==> src/rtl/enigma_pkg.sv <==
// =====================================================================
// enigma_pkg : ASCII constants and formatter FSM encoding
// Revision   : 1.0
// =====================================================================
`default_nettype none

package enigma_pkg;

    localparam logic [7:0] CR       = 8'h0D;
    localparam logic [7:0] LF       = 8'h0A;
    localparam logic [7:0] SP       = 8'h20;
    localparam logic [7:0] LETTER_A = 8'h41;
    localparam logic [7:0] LETTER_Z = 8'h5A;

    typedef enum logic [2:0] {
        IDLE      = 3'd0,
        EMIT_CHAR = 3'd1,
        EMIT_SP   = 3'd2,
        EMIT_CR   = 3'd3,
        EMIT_LF   = 3'd4
    } fmt_state_e;

    function automatic logic is_letter(input logic [7:0] b);
        return (b >= LETTER_A) && (b <= LETTER_Z);
    endfunction

endpackage

`default_nettype wire

==> src/rtl/sync_fifo.sv <==
// =====================================================================
// sync_fifo : single-clock FIFO with push/pop/full/empty/count
// Revision  : 1.0
// =====================================================================
`default_nettype none

module sync_fifo #(
    parameter int WIDTH = 8,
    parameter int DEPTH = 16,
    localparam int AW   = $clog2(DEPTH)
) (
    input  logic             clock,
    input  logic             reset,
    input  logic             push,
    input  logic [WIDTH-1:0] push_data,
    input  logic             pop,
    output logic [WIDTH-1:0] pop_data,
    output logic             full,
    output logic             empty,
    output logic [AW:0]      count
);

    logic [WIDTH-1:0] mem_q [DEPTH];
    logic [AW-1:0]    wr_ptr_q, wr_ptr_d;
    logic [AW-1:0]    rd_ptr_q, rd_ptr_d;
    logic [AW:0]      count_q, count_d;
    logic             do_push;
    logic             do_pop;

    assign full     = (count_q == (AW+1)'(DEPTH));
    assign empty    = (count_q == '0);
    assign count    = count_q;
    assign pop_data = mem_q[rd_ptr_q];

    // Full is judged on the pre-pop occupancy, so a push while full is refused
    assign do_push = push && !full;
    assign do_pop  = pop && !empty;

    always_comb begin
        wr_ptr_d = wr_ptr_q;
        rd_ptr_d = rd_ptr_q;
        count_d  = count_q + (AW+1)'(do_push) - (AW+1)'(do_pop);
        if (do_push) wr_ptr_d = wr_ptr_q + AW'(1);
        if (do_pop)  rd_ptr_d = rd_ptr_q + AW'(1);
    end

    always_ff @(posedge clock) begin
        if (reset) begin
            wr_ptr_q <= '0;
            rd_ptr_q <= '0;
            count_q  <= '0;
        end else begin
            wr_ptr_q <= wr_ptr_d;
            rd_ptr_q <= rd_ptr_d;
            count_q  <= count_d;
        end
    end

    always_ff @(posedge clock) begin
        if (do_push) mem_q[wr_ptr_q] <= push_data;
    end

endmodule

`default_nettype wire

==> src/rtl/cipher_group_formatter.sv <==
// =====================================================================
// cipher_group_formatter : buffers cipher letters, emits 5-letter groups
// Revision               : 1.0
// =====================================================================
`default_nettype none

module cipher_group_formatter
    import enigma_pkg::*;
#(
    parameter int GROUP_LEN       = 5,
    parameter int GROUPS_PER_LINE = 6,
    parameter int FIFO_DEPTH      = 16
) (
    input  logic       clock,
    input  logic       reset,
    input  logic [7:0] in_data,
    input  logic       in_valid,
    input  logic       flush,
    output logic [7:0] out_data,
    output logic       out_valid,
    input  logic       out_ready,
    output logic       overflow,
    output logic       busy
);

    localparam int         FAW      = $clog2(FIFO_DEPTH);
    localparam logic [3:0] GL       = 4'(GROUP_LEN);
    localparam logic [3:0] GPL_LAST = 4'(GROUPS_PER_LINE - 1);

    fmt_state_e  state_q, state_d;
    logic [3:0]  char_cnt_q, char_cnt_d;
    logic [3:0]  grp_cnt_q, grp_cnt_d;
    logic        flush_pend_q, flush_pend_d;
    logic        from_flush_q, from_flush_d;
    logic        overflow_q, overflow_d;
    logic        out_valid_q, out_valid_d;
    logic [7:0]  out_data_q, out_data_d;

    logic        letter_in;
    logic        fifo_push;
    logic        fifo_pop;
    logic [7:0]  fifo_head;
    logic        fifo_full;
    logic        fifo_empty;
    logic [FAW:0] fifo_count;
    logic        handshake;

    assign letter_in = in_valid && is_letter(in_data);
    assign fifo_push = letter_in && !fifo_full;
    assign handshake = out_valid_q && out_ready;

    sync_fifo #(
        .WIDTH (8),
        .DEPTH (FIFO_DEPTH)
    ) u_fifo (
        .clock     (clock),
        .reset     (reset),
        .push      (fifo_push),
        .push_data (in_data),
        .pop       (fifo_pop),
        .pop_data  (fifo_head),
        .full      (fifo_full),
        .empty     (fifo_empty),
        .count     (fifo_count)
    );

    always_comb begin
        state_d      = state_q;
        char_cnt_d   = char_cnt_q;
        grp_cnt_d    = grp_cnt_q;
        flush_pend_d = flush_pend_q || flush;
        from_flush_d = from_flush_q;
        overflow_d   = overflow_q || (letter_in && fifo_full);
        out_valid_d  = out_valid_q;
        out_data_d   = out_data_q;
        fifo_pop     = 1'b0;

        case (state_q)
            IDLE: begin
                // Buffered letters always go out before a pending flush is served
                if (!fifo_empty) begin
                    out_valid_d  = 1'b1;
                    from_flush_d = 1'b0;
                    if (char_cnt_q == GL && grp_cnt_q == GPL_LAST) begin
                        state_d    = EMIT_CR;
                        out_data_d = CR;
                    end else if (char_cnt_q == GL) begin
                        state_d    = EMIT_SP;
                        out_data_d = SP;
                    end else begin
                        state_d    = EMIT_CHAR;
                        out_data_d = fifo_head;
                    end
                end else if (flush_pend_q) begin
                    if (char_cnt_q != '0 || grp_cnt_q != '0) begin
                        state_d      = EMIT_CR;
                        out_data_d   = CR;
                        out_valid_d  = 1'b1;
                        from_flush_d = 1'b1;
                    end else begin
                        flush_pend_d = 1'b0;
                    end
                end
            end
            EMIT_CHAR: begin
                if (handshake) begin
                    fifo_pop    = 1'b1;
                    char_cnt_d  = char_cnt_q + 4'd1;
                    out_valid_d = 1'b0;
                    state_d     = IDLE;
                end
            end
            EMIT_SP: begin
                if (handshake) begin
                    char_cnt_d  = '0;
                    grp_cnt_d   = grp_cnt_q + 4'd1;
                    out_valid_d = 1'b0;
                    state_d     = IDLE;
                end
            end
            EMIT_CR: begin
                if (handshake) begin
                    out_data_d = LF;
                    state_d    = EMIT_LF;
                end
            end
            EMIT_LF: begin
                if (handshake) begin
                    char_cnt_d   = '0;
                    grp_cnt_d    = '0;
                    out_valid_d  = 1'b0;
                    state_d      = IDLE;
                    from_flush_d = 1'b0;
                    if (from_flush_q) flush_pend_d = 1'b0;
                end
            end
            default: begin
                state_d     = IDLE;
                out_valid_d = 1'b0;
            end
        endcase
    end

    always_ff @(posedge clock) begin
        if (reset) begin
            state_q      <= IDLE;
            char_cnt_q   <= '0;
            grp_cnt_q    <= '0;
            flush_pend_q <= 1'b0;
            from_flush_q <= 1'b0;
            overflow_q   <= 1'b0;
            out_valid_q  <= 1'b0;
            out_data_q   <= 8'h00;
        end else begin
            state_q      <= state_d;
            char_cnt_q   <= char_cnt_d;
            grp_cnt_q    <= grp_cnt_d;
            flush_pend_q <= flush_pend_d;
            from_flush_q <= from_flush_d;
            overflow_q   <= overflow_d;
            out_valid_q  <= out_valid_d;
            out_data_q   <= out_data_d;
        end
    end

    assign out_valid = out_valid_q;
    assign out_data  = out_data_q;
    assign overflow  = overflow_q;
    assign busy      = (fifo_count != '0) || (state_q != IDLE) || flush_pend_q;

endmodule

`default_nettype wire

==> config.mk <==
export PLATFORM = sky130hd
export DESIGN_NAME = cipher_group_formatter
export DESIGN_NICKNAME = d
export VERILOG_FILES = /design/src/rtl/enigma_pkg.sv /design/src/rtl/sync_fifo.sv /design/src/rtl/cipher_group_formatter.sv
export SDC_FILE = /design/constraint.sdc
export NUM_CORES = 1
export LEC_CHECK = 0
export BUFFER_PORTS_ARGS = -buffer_cell sky130_fd_sc_hd__buf_2
export CORE_MARGIN = 2
export CORE_UTILIZATION = 40
export CTS_CLUSTER_DIAMETER = 80
export CTS_CLUSTER_SIZE = 28
export DETAILED_ROUTE_END_ITERATION = 10
export PLACE_DENSITY_LB_ADDON = 0.12
export SYNTH_ARGS = -nofsm -noshare
export SYNTH_HDL_FRONTEND = slang
export SYNTH_SLANG_ARGS = --single-unit
==> constraint.sdc <==
create_clock -name clock -period 5.2 [get_ports clock]
set_input_delay 0.26 -clock clock [delete_from_list [all_inputs] [get_ports clock]]
set_output_delay 0.26 -clock clock [all_outputs]
set_load 0.01 [all_outputs]
==> run metrics <==
initial antenna violation count 0; DIE HEIGHT 137 um; H-Tree Depth 4; Final Max Tran Viols 0; fin crit share 60.6%; Setup crit end kind register; worst hold path type input pin to register; CTS buffer count 17; grt ovf 0; number of clock sinks 168; share of synthesized registers carrying an async set or reset 0%; synth-to-layout area growth 12.3%; outcome completed; first-pass GRT wire length 23300 um; vias in the first global route 3962; mapped cell area 0.00708 mm^2; prevailing post-synth register cell edfxtp_1; Total GRT Usage 17.4%; worst vdd ir 241 uV; ant diodes 0; final hold violations 0; Seq/Total Area, Yosys 65.6%; hold slack final 82.1 ps; endpoints failing setup 0; DR vias/cell 5.45; CP Capture Point u_fifo.mem_q[3][4]; Rows 48; via count 3960; Clock transition at path regs 70 ps; Leak Pwr 0.00267 uW; clk root buf clkbuf_16; core area 0.0173 mm^2; FF-to-FF setup slack 2050 ps; r2r startpoint u_fifo.count[3]; Critical Path AT 3190 ps; critical path type register to register; post-route ant nets 0; layout cells sized above 1 19.2%; Worst R2R End u_fifo.mem_q[3][4]; Avg Cell Area, Syn 15.2 um^2; Slew HR 19.3%; cell taking the most area after synthesis edfxtp_1; FF+latch count, synth 168; Worst Path Max Fanout 20; number of synthesized flops with an enable pin 128; top-count cell post-synth edfxtp_1; largest net degree at the start of global routing 40; Netlist cell types 57; synth top area cells edfxtp_1 54%, dfxtp_1 11%, mux4_2 8.9%; Final GP Congestion 0.792; IO Count 24; top cells by count, synth 128 x edfxtp_1, 40 x dfxtp_1, 39 x nor2_1; MaxCap Viol Count 0; Worst setup startpoint u_fifo.count[3]; DRT iter0 DRCs 362; Worst Skew 8.38 ps; post-DP HPWL 9740 um; Port Buf Inserts 23; chip width 137 um; Worst-Skew Late Latency 430 ps; WP data required 5240 ps; post-synthesis net count 497; Pre-antenna DRT Iters 5; Fmax achieved 318 MHz; number of synthesis warnings 0; Clock Path Buffers 2; Synth top area share 54.3%; DRC violations left 0; Worst Reg-to-Reg Cells 6; CTS tree built; RSZ-0062 raised after global routing no; Die Area 0.0188 mm^2; Gates resized, CTS repair 0; # hold bufs at CTS 0; power per cell area 378 mW/mm^2; post-route minimum period 3150 ps; total routed wirelength 15300 um; worst slew pin tran 1200 ps; Syn Inst Count 466; Starting Density 41.0%; crit path launch type register; Final #Nets 519; routed len/inst 21.0 um; # Post-CTS Setup Buffers 0; Setup TNS Final 0 ps
[cell type report]
class	count	area [um^2]
well taps	225	282
multi-input cells	262	2270
repair buffers	24	123
flip-flops and latches	168	4650
clock buffers	17	425
clock inverters	15	160
fillers	1546	9340
inverters	15	56.3
[state kept, by name, summed over array words and instances, names as in the netlist, 3 cells and up, named ones only]
| name | flops |
|---|---|
| char_cnt_q | 4 |
| grp_cnt_q | 4 |
| out_data | 8 |
| state_q | 3 |
| u_fifo.count | 5 |
| u_fifo.mem_q | 128 |
| u_fifo.rd_ptr_q | 4 |
| u_fifo.wr_ptr_q | 4 |
[cell usage in the layout (no fill, tap or decap), types with 10 or more instances in the layout]
master / synthesis / final
edfxtp_1: 128 / 128
and3_1: 17 / 17
nand2_1: 16 / 16
nor3_1: 12 / 11
nor2b_1: 10 / 10
inv_1: 14 / 14
nand3_1: 16 / 16
mux4_2: 28 / 28
clkbuf_16: 0 / 17
nor2_1: 39 / 39
ha_1: 17 / 17
buf_2: 11 / 23
dfxtp_1: 40 / 39
a21oi_1: 14 / 14
[worst max-delay path, cell delays in order (launching register included)]
cell	delay [ps]
dfxtp_1	350
inv_1	60
ha_1	190
and4_1	240
nor3_2	780
nand2_1	180
nor3_1	950
[metrics by stage]
stage	instances	util, %	total power (uW)	worst slack [ps]	cell area [um^2]
3_5_place_dp	694	42.6	1790	2010	7370
4_1_cts	726	46.0	3040	2070	7960
5_1_grt	726	46.0	3120	1790	7960
3_3_place_gp	694	42.6	1790	2150	7370
2_1_floorplan	466	-	1710	2620	7080
6_report	726	46.0	3010	2050	7960
[worst min path at each step]
stage                     start  cells past startpoint                 end  slack, ps
global placement    out_data[0]                      1         out_data[0]        440
CTS                       flush                      2        flush_pend_q         70
floorplan            in_data[0]                      0  u_fifo.mem_q[0][0]        360
detailed placement  out_data[0]                      1         out_data[0]        450
finish                    flush                      2        flush_pend_q         80
global route              flush                      2        flush_pend_q         80
[per-layer routing]
metal / wire length, um / vias up / global-route usage (%) / share of wire, %
met5: 0 / - / 0 / 0
met4: 193 / 0 / 5.50 / 1.3
met3: 811 / 18 / 4.37 / 5.3
met2: 7030 / 97 / 26.1 / 46
met1: 7220 / 2005 / 24.9 / 47
li1: - / 1840 / - / -
[report_power, final]
group	switching [uW]	internal (uW)
clock network	568	681
registers	43.6	1470
logic	150	94.8
[cell families after synthesis]
kind of cell	after synthesis	synth area share, %
AND/OR/NAND/NOR	138	10.7
buffers and inverters	36	2.53
XOR/XNOR	13	1.61
flip-flops	168	65.6
AO/OA/AOI/OAI	49	4.66
adder cells (fa/ha/maj)	19	3.43
multiplexers	43	11.6
Power figures use the tool's default switching activity.
